## src/rtl/icache_ctrl_pkg.sv

```systemverilog
// Shared FSM state encoding and address-field positions for icache_ctrl.
// ICACHE_INV_EN adds the INV (whole-cache invalidate) state.
package icache_ctrl_pkg;

  localparam int ADDR_W  = 32;
  localparam int OFS_BIT = 2;   // byte offset within a 32-bit word

`ifdef ICACHE_INV_EN
  typedef enum logic [2:0] {
    S_IDLE, S_LOOKUP, S_MISS, S_REFILL, S_RESP, S_INV
  } state_e;
`else
  typedef enum logic [2:0] {
    S_IDLE, S_LOOKUP, S_MISS, S_REFILL, S_RESP
  } state_e;
`endif

  // Address layout: {tag, set index, word offset, byte offset}
  function automatic int word_lsb();
    return OFS_BIT;
  endfunction

  function automatic int idx_lsb(input int word_bit);
    return OFS_BIT + word_bit;
  endfunction

  function automatic int tag_lsb(input int word_bit, input int blkidx_bit);
    return OFS_BIT + word_bit + blkidx_bit;
  endfunction

endpackage

```

## src/rtl/icache_ctrl.sv

```systemverilog
// Direct-mapped instruction cache controller: valid bits internal, tag/data arrays external.
// Define ICACHE_INV_EN to add inv_req/inv_busy and a sequential whole-cache invalidate.
module icache_ctrl
  import icache_ctrl_pkg::*;
#(
  parameter int BLKIDX_BIT = 4,
  parameter int WORD_BIT   = 2,
  parameter int TAG_BIT    = 32 - BLKIDX_BIT - WORD_BIT - 2
) (
  input  logic                  clk,
  input  logic                  resetn,
  input  logic                  cpu_req,
  input  logic [31:0]           cpu_addr,
  output logic                  cpu_ack,
  output logic [31:0]           cpu_rdata,
  output logic                  meta_wen,
  output logic [BLKIDX_BIT-1:0] meta_blkidx,
  output logic [TAG_BIT-1:0]    meta_wdata,
  input  logic [TAG_BIT-1:0]    meta_rdata,
  output logic                  data_wen,
  output logic [BLKIDX_BIT-1:0] data_blkidx,
  output logic [WORD_BIT-1:0]   data_word,
  output logic [31:0]           data_wdata,
  input  logic [31:0]           data_rdata,
`ifdef ICACHE_INV_EN
  input  logic                  inv_req,
  output logic                  inv_busy,
`endif
  output logic                  mem_req,
  output logic [31:0]           mem_addr,
  input  logic                  mem_ack,
  input  logic                  mem_rvalid,
  input  logic [31:0]           mem_rdata
);

  localparam int SETS     = 1 << BLKIDX_BIT;
  localparam int WORD_LSB = word_lsb();
  localparam int IDX_LSB  = idx_lsb(WORD_BIT);
  localparam int TAG_LSB  = tag_lsb(WORD_BIT, BLKIDX_BIT);

  state_e                state_q, state_d;
  logic [31:0]           addr_q, addr_d;
  logic [SETS-1:0]       valid_q, valid_d;
  logic [WORD_BIT-1:0]   beat_q, beat_d;
  logic [31:0]           resp_q, resp_d;
`ifdef ICACHE_INV_EN
  logic [BLKIDX_BIT-1:0] inv_cnt_q, inv_cnt_d;
`endif

  logic [TAG_BIT-1:0]    tag_a;
  logic [BLKIDX_BIT-1:0] idx_a;
  logic [WORD_BIT-1:0]   word_a;
  logic                  hit;

  assign tag_a  = addr_q[ADDR_W-1:TAG_LSB];
  assign idx_a  = addr_q[TAG_LSB-1:IDX_LSB];
  assign word_a = addr_q[IDX_LSB-1:WORD_LSB];
  assign hit    = valid_q[idx_a] && (meta_rdata == tag_a);

  assign meta_blkidx = idx_a;
  assign meta_wdata  = tag_a;
  assign data_blkidx = idx_a;
  assign data_wdata  = mem_rdata;
  // The array is addressed by the fill counter while refilling, else by the requested word.
  assign data_word   = (state_q == S_REFILL) ? beat_q : word_a;
`ifdef ICACHE_INV_EN
  assign inv_busy    = (state_q == S_INV);
`endif

  always_comb begin
    state_d   = state_q;
    addr_d    = addr_q;
    valid_d   = valid_q;
    beat_d    = beat_q;
    resp_d    = resp_q;
`ifdef ICACHE_INV_EN
    inv_cnt_d = inv_cnt_q;
`endif
    cpu_ack   = 1'b0;
    cpu_rdata = '0;
    mem_req   = 1'b0;
    mem_addr  = '0;
    meta_wen  = 1'b0;
    data_wen  = 1'b0;
    case (state_q)
      S_IDLE: begin
`ifdef ICACHE_INV_EN
        if (inv_req) begin
          state_d   = S_INV;
          inv_cnt_d = '0;
        end else
`endif
        if (cpu_req) begin
          addr_d  = cpu_addr;
          state_d = S_LOOKUP;
        end
      end
      S_LOOKUP: begin
        if (hit) begin
          cpu_ack   = 1'b1;
          cpu_rdata = data_rdata;
          state_d   = S_IDLE;
        end else begin
          state_d = S_MISS;
        end
      end
      S_MISS: begin
        mem_req  = 1'b1;
        mem_addr = {tag_a, idx_a, {(WORD_BIT + OFS_BIT){1'b0}}};
        if (mem_ack) begin
          beat_d  = '0;
          state_d = S_REFILL;
        end
      end
      S_REFILL: begin
        data_wen = mem_rvalid;
        if (mem_rvalid) begin
          beat_d = beat_q + WORD_BIT'(1);
          if (beat_q == word_a) resp_d = mem_rdata;
          // Tag and valid are committed only with the last beat, so an aborted fill leaves the set invalid.
          if (&beat_q) begin
            meta_wen       = 1'b1;
            valid_d[idx_a] = 1'b1;
            state_d        = S_RESP;
          end
        end
      end
      S_RESP: begin
        cpu_ack   = 1'b1;
        cpu_rdata = resp_q;
        state_d   = S_IDLE;
      end
`ifdef ICACHE_INV_EN
      S_INV: begin
        valid_d[inv_cnt_q] = 1'b0;
        inv_cnt_d          = inv_cnt_q + BLKIDX_BIT'(1);
        if (&inv_cnt_q) state_d = S_IDLE;
      end
`endif
      default: state_d = S_IDLE;
    endcase
  end

  always_ff @(posedge clk or negedge resetn) begin
    if (!resetn) begin
      state_q   <= S_IDLE;
      addr_q    <= '0;
      valid_q   <= '0;
      beat_q    <= '0;
      resp_q    <= '0;
`ifdef ICACHE_INV_EN
      inv_cnt_q <= '0;
`endif
    end else begin
      state_q   <= state_d;
      addr_q    <= addr_d;
      valid_q   <= valid_d;
      beat_q    <= beat_d;
      resp_q    <= resp_d;
`ifdef ICACHE_INV_EN
      inv_cnt_q <= inv_cnt_d;
`endif
    end
  end

endmodule

```

## config.mk

```make
export PLATFORM = sky130hd
export DESIGN_NAME = icache_ctrl
export DESIGN_NICKNAME = d
export VERILOG_FILES = /design/src/rtl/icache_ctrl_pkg.sv /design/src/rtl/icache_ctrl.sv
export SDC_FILE = /design/constraint.sdc
export NUM_CORES = 1
export LEC_CHECK = 0
export ABC_CLOCK_PERIOD_IN_PS = 2400
export CAP_MARGIN = 30
export CORE_AREA = 2 2 113 126
export DETAILED_ROUTE_END_ITERATION = 8
export DIE_AREA = 0 0 115 128
export PLACE_DENSITY = 0.82
export SYNTH_ARGS = -nofsm -noshare
export SYNTH_HDL_FRONTEND = slang
export SYNTH_SLANG_ARGS = --single-unit
```

## constraint.sdc

```tcl
create_clock -name clk -period 2.4 [get_ports clk]
set_clock_uncertainty 0.1 [all_clocks]
set_input_delay 0.48 -clock clk [delete_from_list [all_inputs] [get_ports clk]]
set_output_delay 0.48 -clock clk [all_outputs]
set_load 0.02 [all_outputs]
```

==> results.py <==
metrics = {
    "route": {
        "via_per_inst": 4.75,
        "routed_wl_um": 13900,
        "num_vias": 3823,
        "route.detailed.drc": 0,
        "drtIter0Drc": 116,
        "post_drt_wl_per_cell_um": 17.3,
        "drtPass1Iterations": 4,
        "ant_nets": 0,
    },
    "setup_path": {
        "worstPathRequired_ps": 1820,
        "cp_cell_sequence": "clkdlybuf4s50_1, xor2_1, nor4_1, nand4_1, nor4_4, buf_12, buf_16, a22o_1, buf_6",
        "ff2ff_setup_slack_ps": 420,
        "crit_fanout": 8,
        "crit_family": "buffers and inverters",
        "worst_path_largest_cell_delay_ps": 430,
        "arrival_ps": 2480,
        "slowest_stage": "clkdlybuf4s50_1",
        "worstSetupEndpointType": "output port",
        "path_buf_inv": 4,
        "cp-start-kind": "input pin",
        "critical_path_class": "input pin to output port",
    },
    "status": {
        "outcome": "finished, violations left",
        "violations": "setup timing",
    },
    "placed_design": {
        "dpl.cell_count": 778,
        "port_buffers": 252,
        "gp_congestion": 0.740,
        "hpwlAfterDp_um": 10400,
        "dp_slack_ps": -1160,
    },
    "clock_tree": {
        "cts_tree": "done",
        "htreeDepth": 3,
        "clock-root-buffer": "clkbuf_16",
        "clkLatencyLatePin_ps": 340,
        "clk_path_buf_depth": 2,
        "cts_buffers": 9,
        "clock-sinks": 83,
        "clk_pin_slew_ps": 60,
    },
    "global_routing": {
        "overflow": 0,
        "grt_use_total_pct": 18.1,
        "grt_max_degree": 52,
        "antenna_found_initial": 1,
        "grt_pass1_wl_um": 20800,
        "grt_pass1_vias": 4055,
    },
    "die": {
        "die_area_um2": 14700,
        "rows": 45,
        "die_x_um": 115,
        "start_util_pct": 34.4,
        "pin_count": 259,
        "fp.dieH_um": 128,
        "coreArea_um2": 13500,
    },
    "timing": {
        "setup_ws_ps": -661,
        "slew_viol_final": 0,
        "hold_violations": 0,
        "hold_ws_ps": 353,
        "finalCritPeriodShare_pct": 128,
        "setup_viol": 33,
        "max_freq_mhz": 327,
        "rsz0062_at_grt": "true",
        "finalCriticalPeriod_ps": 3060,
        "setup_tns_ps": -19940,
    },
    "logic_synthesis": {
        "synth_cells": 391,
        "synthFlopType": "dfrtp_1",
        "seq_area_frac_synth_pct": 44.6,
        "synth_seq_cells": 83,
        "synth-async-reset-ratio_pct": 100,
        "netlist_area_um2": 4650,
        "synth_edf_count": 0,
        "synth.distinct_cells": 39,
        "yosys_warnings": 0,
        "avgSynthCellArea_um2": 11.9,
    },
    "layout": {
        "drive_above_1_share_pct": 35.2,
        "synthToLayoutAreaGrowth_pct": 66.6,
        "final_cells": 804,
        "nNetsFinal": 760,
        "fin_util_pct": 57.4,
        "fill_cells": 1101,
    },
    "min_path": {
        "hold_class": "flip-flop to flip-flop",
    },
    "power_and_ir_drop": {
        "leakagePower_nw": 3.54,
        "ir_worst_vdd_mv": 0.622,
        "p_per_area_nw_per_um2": 1080,
    },
    "flow_run": {
        "maxCapViolCount": 0,
    },
}
synth_stat cells, drive strengths merged, types with 3 or more instances:
cell type / n / area (um^2)
dfrtp: 83 / 2080
buf: 80 / 593
mux2: 65 / 732
a22o: 33 / 289
and2: 28 / 176
xor2: 24 / 210
clkbuf: 10 / 37.5
a21o: 9 / 67.6
nor4: 7 / 58.8
nand2: 5 / 18.8
mux4: 4 / 97.6
nand3: 4 / 20.0
nor2: 4 / 15.0
nor2b: 4 / 25.0
a31o: 3 / 26.3
and3: 3 / 18.8
nand2b: 3 / 18.8
nor3b: 3 / 22.5
state kept, by name, indices dropped and copies added, names as in the netlist:
name and count:
state_q 3, valid_q 16, addr_q 30, beat_q 2, resp_q 32
routing by layer:
layer,track usage [%],vias up,share of wire [%]
met3,3.88,20,7.0
li1,-,1800,-
met2,34.2,174,54
met1,19.5,1829,37
met5,0,-,0
met4,6.95,0,2.4
power breakdown:
group,internal (mW),total [mW],leakage [nW],switching [mW]
clock,0.728,1.27,0.133,0.544
sequential,2.05,2.54,1.02,0.492
combinational,2.51,4.54,2.39,2.03
total,5.28,8.35,3.54,3.07
worst reg2reg max path: stages (launching register included):
cell and delay, ps:
dfrtp_1 370, buf_4 150, nor2b_4 130, and3_1 190, buf_4 140, and3_1 190, buf_12 210, mux2_2 390
kinds of logic (layout without fill, tap and decap cells):
group | count (synthesis) | count (layout) | share of synthesized area [%]
AOI/OAI and AO/OA | 54 | 54 | 9.84
xor gates and xnor gates | 26 | 26 | 4.89
adders and majority gates | 1 | 1 | 0.269
muxes | 69 | 69 | 17.8
other | 1 | 5 | 0.0806
DFF | 83 | 83 | 44.6
and+or+nand+nor | 67 | 67 | 8.90
buffers and inverters | 90 | 335 | 13.6
metrics by stage:
stage / power, mW / instance area (um^2)
floorplan: 5.10 / 4660
global placement: 6.85 / 7270
detailed placement: 6.99 / 7270
CTS: 8.29 / 7740
global route: 8.85 / 7750
finish: 8.35 / 7750
path summary, 6_finish.rpt:
kind                                     start       endpoint  cells past startpoint
min in group asynchronous               resetn     resp_q[22]                      2
max in group asynchronous               resetn      addr_q[5]                      3
worst min-delay path                valid_q[1]     valid_q[1]                      1
worst max-delay path            meta_rdata[23]  cpu_rdata[26]                      9
worst max register to register      state_q[2]     resp_q[22]                      7
worst min register to register      valid_q[1]     valid_q[1]                      1
cell usage in the layout (no fill, tap or decap), types with 5 or more instances in the layout:
cell type          n
nand2_1            5
clkdlybuf4s50_1  170
nor4_2             5
a22o_1            33
buf_12             6
xor2_1            24
dfrtp_1           82
mux2_1             6
dlygate4sd2_1     11
a21o_1             9
clkbuf_16         10
and2_1            27
mux2_2            59
clkbuf_2           7
clkdlybuf4s15_2    8
buf_6             35
dlymetal6s2s_1     7
buf_4             66
timing repair:
item / in CTS / in global routing
cloned: 2 / 1
hold buffers: 1 / 0
hold endpoints to repair: 27 / 0
setup endpoints to repair: 66 / 65
gates resized for setup: 288 / 57
buffers inserted: 4 / 2
pin swaps: 23 / 25
final cells by class:
class / instances / area, um^2 / share of cell area (%)
Antenna cell: 1 / 2.50 / 0.0323
Clock buffer: 12 / 246 / 3.18
Clock inverter: 4 / 26.3 / 0.339
Multi-Input combinational cell: 221 / 2050 / 26.4
Sequential cell: 83 / 2080 / 26.8
Tap cell: 164 / 205 / 2.65
Timing Repair Buffer: 319 / 3150 / 40.6
Power figures use the tool's default switching activity.
